--- src/rtl/multicycle_ctrl.sv ---
// multicycle_ctrl: control FSM for an unpipelined multicycle MIPS core.
// It sequences Fetch/Decode/Execute/Memory/Writeback over a shared ALU and a
// unified memory. It also flags illegal instructions and counts retired
// instructions.
//
// Ports:
//   i_clk, i_rst           clock, synchronous active-high reset
//   i_opcode, i_funct      IR fields, sampled only in DECODE / EXEC_R
//   i_zero                 ALU zero flag, used in BRANCH
//   i_mem_ready            memory access completes this cycle
//   o_c_*                  datapath control signals; all 0 while i_rst=1
//   o_state                current state encoding
//   o_illegal              sticky illegal-instruction flag
//   o_instr_cnt            retired-instruction counter, wraps
module multicycle_ctrl #(
    parameter int unsigned CNT_W = 32
) (
    input  logic             i_clk,
    input  logic             i_rst,
    input  logic [5:0]       i_opcode,
    input  logic [5:0]       i_funct,
    input  logic             i_zero,
    input  logic             i_mem_ready,
    output logic             o_c_pcWrite,
    output logic             o_c_irWrite,
    output logic             o_c_iorD,
    output logic             o_c_memRead,
    output logic             o_c_memWrite,
    output logic             o_c_memToReg,
    output logic             o_c_regDst,
    output logic             o_c_regWrite,
    output logic             o_c_aluSrcA,
    output logic [1:0]       o_c_aluSrcB,
    output logic [3:0]       o_c_aluOp,
    output logic [1:0]       o_c_pcSrc,
    output logic [3:0]       o_state,
    output logic             o_illegal,
    output logic [CNT_W-1:0] o_instr_cnt
);

    typedef enum logic [3:0] {
        StFetch  = 4'd0,
        StDecode = 4'd1,
        StExecR  = 4'd2,
        StAddr   = 4'd3,
        StMemRd  = 4'd4,
        StWbLd   = 4'd5,
        StMemWr  = 4'd6,
        StWbR    = 4'd7,
        StWbI    = 4'd8,
        StBranch = 4'd9,
        StJump   = 4'd10,
        StTrap   = 4'd11
    } state_t;

    // Which memory-class instruction ADDR is serving; latched in DECODE so
    // later IR changes cannot redirect it.
    typedef enum logic [1:0] {KindLw, KindSw, KindAddi} kind_t;

    localparam logic [3:0] AluAdd = 4'b0010;
    localparam logic [3:0] AluSub = 4'b0110;
    localparam logic [3:0] AluAnd = 4'b0000;
    localparam logic [3:0] AluOr  = 4'b0001;
    localparam logic [3:0] AluSlt = 4'b0111;

    state_t            state_q, state_d;
    kind_t             kind_q, kind_d;
    logic              illegal_q;
    logic [CNT_W-1:0]  cnt_q;
    logic              retire;

    always_ff @(posedge i_clk) begin
        if (i_rst) begin
            state_q   <= StFetch;
            kind_q    <= KindAddi;
            illegal_q <= 1'b0;
            cnt_q     <= '0;
        end else begin
            state_q <= state_d;
            kind_q  <= kind_d;
            if (state_d == StTrap) begin
                illegal_q <= 1'b1;
            end
            if (retire) begin
                cnt_q <= cnt_q + {{(CNT_W-1){1'b0}}, 1'b1};
            end
        end
    end

    always_comb begin
        state_d      = state_q;
        kind_d       = kind_q;
        retire       = 1'b0;
        o_c_pcWrite  = 1'b0;
        o_c_irWrite  = 1'b0;
        o_c_iorD     = 1'b0;
        o_c_memRead  = 1'b0;
        o_c_memWrite = 1'b0;
        o_c_memToReg = 1'b0;
        o_c_regDst   = 1'b0;
        o_c_regWrite = 1'b0;
        o_c_aluSrcA  = 1'b0;
        o_c_aluSrcB  = 2'b00;
        o_c_aluOp    = 4'b0000;
        o_c_pcSrc    = 2'b00;

        unique case (state_q)
            StFetch: begin
                o_c_memRead = 1'b1;
                o_c_aluSrcB = 2'b01;
                o_c_aluOp   = AluAdd;
                o_c_irWrite = i_mem_ready;
                o_c_pcWrite = i_mem_ready;
                if (i_mem_ready) state_d = StDecode;
            end
            StDecode: begin
                // Branch target precomputed into ALUOut.
                o_c_aluSrcB = 2'b11;
                o_c_aluOp   = AluAdd;
                unique case (i_opcode)
                    6'h00:   state_d = StExecR;
                    6'h23:   begin state_d = StAddr; kind_d = KindLw;   end
                    6'h2B:   begin state_d = StAddr; kind_d = KindSw;   end
                    6'h08:   begin state_d = StAddr; kind_d = KindAddi; end
                    6'h04:   state_d = StBranch;
                    6'h02:   state_d = StJump;
                    default: state_d = StTrap;
                endcase
            end
            StExecR: begin
                o_c_aluSrcA = 1'b1;
                state_d     = StWbR;
                unique case (i_funct)
                    6'h20:   o_c_aluOp = AluAdd;
                    6'h22:   o_c_aluOp = AluSub;
                    6'h24:   o_c_aluOp = AluAnd;
                    6'h25:   o_c_aluOp = AluOr;
                    6'h2A:   o_c_aluOp = AluSlt;
                    default: state_d   = StTrap;
                endcase
            end
            StAddr: begin
                o_c_aluSrcA = 1'b1;
                o_c_aluSrcB = 2'b10;
                o_c_aluOp   = AluAdd;
                unique case (kind_q)
                    KindLw:  state_d = StMemRd;
                    KindSw:  state_d = StMemWr;
                    default: state_d = StWbI;
                endcase
            end
            StMemRd: begin
                o_c_memRead = 1'b1;
                o_c_iorD    = 1'b1;
                if (i_mem_ready) state_d = StWbLd;
            end
            StMemWr: begin
                o_c_memWrite = 1'b1;
                o_c_iorD     = 1'b1;
                if (i_mem_ready) begin
                    state_d = StFetch;
                    retire  = 1'b1;
                end
            end
            StWbR: begin
                o_c_regDst   = 1'b1;
                o_c_regWrite = 1'b1;
                state_d      = StFetch;
                retire       = 1'b1;
            end
            StWbI: begin
                o_c_regWrite = 1'b1;
                state_d      = StFetch;
                retire       = 1'b1;
            end
            StWbLd: begin
                o_c_regWrite = 1'b1;
                o_c_memToReg = 1'b1;
                state_d      = StFetch;
                retire       = 1'b1;
            end
            StBranch: begin
                o_c_aluSrcA = 1'b1;
                o_c_aluOp   = AluSub;
                o_c_pcSrc   = 2'b01;
                o_c_pcWrite = i_zero;
                state_d     = StFetch;
                retire      = 1'b1;
            end
            StJump: begin
                o_c_pcSrc   = 2'b10;
                o_c_pcWrite = 1'b1;
                state_d     = StFetch;
                retire      = 1'b1;
            end
            StTrap:  state_d = StTrap;
            default: state_d = StTrap;
        endcase

        // Controls are quiet during reset so no memory write can complete.
        if (i_rst) begin
            o_c_pcWrite  = 1'b0;
            o_c_irWrite  = 1'b0;
            o_c_iorD     = 1'b0;
            o_c_memRead  = 1'b0;
            o_c_memWrite = 1'b0;
            o_c_memToReg = 1'b0;
            o_c_regDst   = 1'b0;
            o_c_regWrite = 1'b0;
            o_c_aluSrcA  = 1'b0;
            o_c_aluSrcB  = 2'b00;
            o_c_aluOp    = 4'b0000;
            o_c_pcSrc    = 2'b00;
        end
    end

    assign o_state     = state_q;
    assign o_illegal   = illegal_q;
    assign o_instr_cnt = cnt_q;

endmodule

--- config.mk ---
export PLATFORM = sky130hd
export DESIGN_NAME = multicycle_ctrl
export DESIGN_NICKNAME = d
export VERILOG_FILES = /design/src/rtl/multicycle_ctrl.sv
export SDC_FILE = /design/constraint.sdc
export NUM_CORES = 1
export LEC_CHECK = 0
export ABC_AREA = 1
export CAP_MARGIN = 10
export CORE_ASPECT_RATIO = 1.25
export CORE_MARGIN = 8
export CORE_UTILIZATION = 45
export CTS_CLUSTER_DIAMETER = 200
export DETAILED_ROUTE_END_ITERATION = 16
export GPL_TIMING_DRIVEN = 0
export PLACE_DENSITY = 0.76
export SYNTH_ARGS = -nofsm -noshare
export SYNTH_HDL_FRONTEND = slang
export SYNTH_SLANG_ARGS = --single-unit
--- constraint.sdc ---
create_clock -name i_clk -period 5.4 [get_ports i_clk]
set_clock_uncertainty 0.2 [all_clocks]
set_input_delay 1.62 -clock i_clk [delete_from_list [all_inputs] [get_ports i_clk]]
set_output_delay 1.62 -clock i_clk [all_outputs]
set_load 0.02 [all_outputs]
==> Word-level counts from Yosys, hierarchy flattened <==
Cells that the tools add are included.
{ "word_totals": {"ff_bits": 39, "out_inout_bits": 54, "word_cells": 75} }
{ "op_classes": {"n_addsub": 1, "n_eq_ne": 22, "muxes": 35, "reduce_logical": 13} }
{ "ops": {"columns": ["cell", "count"], "rows": [
  ["$eq A6 B6 Y1 const B", 7],
  ["$add A32 B1 Y32 const B", 1],
  ["$pmux W4 S7", 1],
  ["$mux W4", 5],
  ["$mux W1", 18],
  ["$eq A4 B3 Y1 const B", 4],
  ["$eq A4 B4 Y1 const B", 4],
  ["$pmux W4 S4", 1],
  ["$pmux W2 S3", 2],
  ["$pmux W3 S4", 1],
  ["$reduce_or A3 Y1", 4],
  ["$reduce_or A5 Y1", 2],
  ["$pmux W3 S3", 1],
  ["$eq A4 B2 Y1 const B", 2],
  ["$pmux W4 S2", 1],
  ["$eq A6 B2 Y1 const B", 1],
  ["$eq A6 B3 Y1 const B", 1],
  ["$eq A6 B4 Y1 const B", 1],
  ["$logic_not A6 Y1", 1],
  ["$eq A4 B1 Y1 const B", 1],
  ["$logic_not A4 Y1", 1],
  ["$mux W2", 2],
  ["$pmux W2 S2", 1],
  ["$reduce_or A2 Y1", 2],
  ["6 further kinds", 6]
]} }

==> Depth between registers and ports, before layout <==
Gate-level depths: netlist (run 1).
{ "logic_depth": {"depth_word": 5, "ltp_mapped": 10, "depth_no_buf": 10} }

==> Worst setup path before layout (run 1) <==
No wires, ideal clock.
{ "synth_timing": {"path_type": "input -> output", "startpoint": "input i_rst", "endpoint": "output o_c_aluOp[2]", "arrival_time_ns": 2.675, "t_required_ns": 3.580, "path_slack_ns": 0.905, "path_stages": 4, "n_path_buf": 1, "path_cell_list": "buf_2 -> inv_1 -> nand2_1 -> o41ai_1"} }
{ "synth_between": {"elab_chain_len": 1} }
{ "synth_rtl": {"columns": ["element", "line", "source"], "rows": [
  ["from (decl)", "19", "input logic i_rst,"],
  ["$mux W4", "201", "if (i_rst) begin"],
  ["to (decl)", "34", "output logic [3:0] o_c_aluOp,"]
]} }
Every way passes these cells.

==> Worst setup path in the final report (run 1) <==
{ "layout_timing": {"startpoint": "input i_funct[5]", "endpoint": "output o_c_aluOp[2]"} }
{ "layout_between": {"elab_chain_len": 4, "elab_cells_between_ends": 7, "cone_classes": "eq/ne: 4; mux: 3"} }
{ "layout_rtl": {"columns": ["element", "line", "source"], "rows": [
  ["from (decl)", "21", "input logic [5:0] i_funct,"],
  ["$eq A6 B6 Y1", "133", "unique case (i_funct)"],
  ["$pmux W3 S4 *", "133", null],
  ["$pmux W3 S3 *", "107", "unique case (state_q)"],
  ["$mux W4 *", "201", null]
]} }
Mark *: on every way between the ends. The rest lies on a longest branch, timed or not.

==> results of run 1 <==
## Yosys cell counts (all sizes together)
cell type and count:
a21oi 39, conb 1, nand3 16, or2 1
buf 8, nand3b 14, o41ai 1, nor2 95
nor3 7, ha 1, and3 4, xnor2 1
xor2 8, o21ai 10, inv 39, a211oi 1
dfxtp 39, nand4 1, clkbuf 3, nand2 180
## state kept, by name, summed over array words and instances (netlist names)
register     count
o_state          4
o_instr_cnt     32
kind_q           2
o_illegal        1
## worst register-to-register path: stages (launching register included)
cell     delay (ns)
dfxtp_1        0.46
ha_1           0.36
inv_2          0.09
nor2_4         0.17
inv_1          0.06
nor2_1         0.28
nand2_1        0.09
nand2_1        0.06
nand2_1        0.04
nand2_1        0.06
a21oi_2        0.05
## kinds of logic after synthesis
logic type | count (synthesis) | share of synthesized area
adders and majority gates | 1 | 0.004368
other | 1 | 0.001309
buffers and inverters | 50 | 0.08518
AOI/OAI and AO/OA | 51 | 0.1228
and+or+nand+nor | 318 | 0.4862
xor gates and xnor gates | 9 | 0.02752
DFF | 39 | 0.2726
## through the flow
step	instances	power (mW)	setup slack, ns
floorplan	469	0.6468	0.9050
global placement	621	0.8072	0.2794
detailed placement	621	0.8132	0.2880
CTS	628	1.014	0.2970
global route	628	1.063	0.1136
finish	628	1.005	0.2837
## layout make-up
class,instances,share of cell area
multi-input cells,380,0.4933
flip-flops and latches,39,0.2094
repair buffers,67,0.1799
inverters,39,0.04060
well taps,85,0.02852
plain buffers,11,0.02483
clock buffers,6,0.02215
clock inverters,1,0.001342
## final timing paths
path | startpoint | cells past startpoint | endpoint | slack, ns
max | i_funct[5] | 6 | o_c_aluOp[2] | 0.28
min | o_illegal | 2 | o_illegal | 0.26
max reg2reg | o_instr_cnt[0] | 10 | o_instr_cnt[28] | 3.36
min reg2reg | o_illegal | 2 | o_illegal | 0.26
## per-layer routing
metal  track usage  wire length [um]
met2        0.3550              4268
met5             0                 0
met4       0.08755               242
met1        0.1837              3428
met3       0.03292               519
## power groups by stage
stage	Clock (mW)	Combinational, mW	Sequential [mW]
after global placement	0	0.464	0.343
after floorplan	0	0.287	0.360
after detailed placement	0	0.469	0.344
after global routing	0.216	0.506	0.340
after CTS	0.206	0.471	0.337
final	0.202	0.466	0.337
==> impl_metrics.yaml, run 1 <==
clocking:
  cts.sinks: 39
  worstSkewPairLatency_ns: 0.29
  clockBufferDepth: 2
  ctsResizeCount: 0
  postCtsHoldBufs: 0
  post_cts_buffers: 0
  cts_tree: "yes"
  htreeDepth: 2
  path_clk_slew_ns: 0.07
  numCtsBuffers: 5
  cts_root_buf: "clkbuf_8"
route:
  drc: 0
  vias: 3144
  drt_pass1_iterations: 4
  ant_nets: 0
  drt_iter0_markers: 111
  wl_per_cell_um: 13.47
  drt-total-wl_um: 8458
  viasPerCell: 5.006
power:
  swShare: 0.4161
  p_switching_mw: 0.4183
  combPwrFrac: 0.463
  vdd_ir_drop_max_mv: 0.1403
  clock_power_share: 0.201
  p_int_mw: 0.5871
  p_leak_nw: 1.406
  power.density_mw_per_mm2: 269.7
  seqPwrFrac: 0.335
die:
  die-area_mm2: 0.009189
  rows: 32
  die_h_um: 105.2
  start_util: 0.4645
  io_pins: 70
  core-area_mm2: 0.006166
  die_x_um: 87.36
cells_and_area:
  layout_common_cells: "nand2_1 (158), nor2_1 (88), clkdlybuf4s50_1 (67)"
  fin_area_mm2: 0.003729
  nets: 560
  area_growth_pct: 30.19
  layout_commonest_cell: "nand2_1"
  register_area_um2: 780.7
  multi_input_area_mm2: 0.001839
  drive_above_1_share: 0.1363
  fin_util: 0.6047
  fillers: 628
  diodes: 0
job:
  drv_cap: 0
worst_setup_path:
  cp_slowest_cell: "clkdlybuf4s50_1"
  path_buf_inv: 3
  worstPathCellList: "clkdlybuf4s50_1 -> nand2_1 -> nor2_1 -> inv_1 -> o41ai_1 -> clkdlybuf4s50_1"
  crit_path_start_kind: "input pin"
  crit_family: "buffers and inverters"
  critPathMostFrequentCell: "clkdlybuf4s50_1"
  crit_fanout: 2
  critPathKind: "in -> out"
  endpoint_kind: "output port"
  worstPathArrival_ns: 3.30
  slowest_delay_ns: 0.67
  critPathRequiredTime_ns: 3.58
synthesis:
  yosys_register_bits: 39
  synth_top_area_frac: 0.2726
  ys_warn_count: 0
  syn_area_mm2: 0.002864
  synth_nets: 486
  yosysSeqAreaShare: 0.2726
  synthDistinctLibCells: 34
  synth.area.top_cells: "dfxtp_1 (27%), nand2_1 (21%), nor2_1 (12%)"
  syn_avg_cell_area_um2: 6.107
  syn_inst: 469
  yosysTopAreaCell: "dfxtp_1"
timing:
  final_hold_viol_count: 0
  drv_slew: 0
  finalSetupViolCount: 0
  relSlewSlack: 0.4805
  timing.hold.ws_ns: 0.2631
  fin_setup_tns_ns: 0
  fmax_mhz: 195.5
  worst_pin_slew_ns: 0.7792
  grt_setup_unrepaired: "no"
  finalCritPeriodShare: 0.9475
  period_minus_slack_ns: 5.116
place:
  port_buffers: 67
  gp_congestion: 0.9458
  placed_area_mm2: 0.003641
  hpwl_um: 6805
grt:
  grt_pass1_vias: 3096
  track_usage: 0.1857
  grt_max_degree: 12
  grt_pass1_wl_um: 13880
  antenna_found_initial: 0
  grt_overflow: 0
min_path:
  hold_path_class: "reg -> reg"
outcome:
  outcome: "finished clean"
Note: power is estimated with default switching activity, not from simulation.
==> run 2: changes to the inputs <==
--- a/config.mk
+++ b/config.mk
@@ -6,7 +6,7 @@
 export NUM_CORES = 1
 export LEC_CHECK = 0
 export ABC_AREA = 1
-export CAP_MARGIN = 10
+export ABC_CLOCK_PERIOD_IN_PS = 5400
 export CORE_ASPECT_RATIO = 1.25
 export CORE_MARGIN = 8
 export CORE_UTILIZATION = 45
==> results of run 2 <==
Same layout as run 1: the final DEF is identical, and so are final timing and power.
==> run 3: changes to the inputs <==
--- a/config.mk
+++ b/config.mk
@@ -14,6 +14,8 @@
 export DETAILED_ROUTE_END_ITERATION = 16
 export GPL_TIMING_DRIVEN = 0
 export PLACE_DENSITY = 0.76
+export SLEW_MARGIN = 15
 export SYNTH_ARGS = -nofsm -noshare
 export SYNTH_HDL_FRONTEND = slang
 export SYNTH_SLANG_ARGS = --single-unit
+export TNS_END_PERCENT = 1
==> results of run 3 <==
Same layout as run 1: the final DEF is identical, and so are final timing and power.
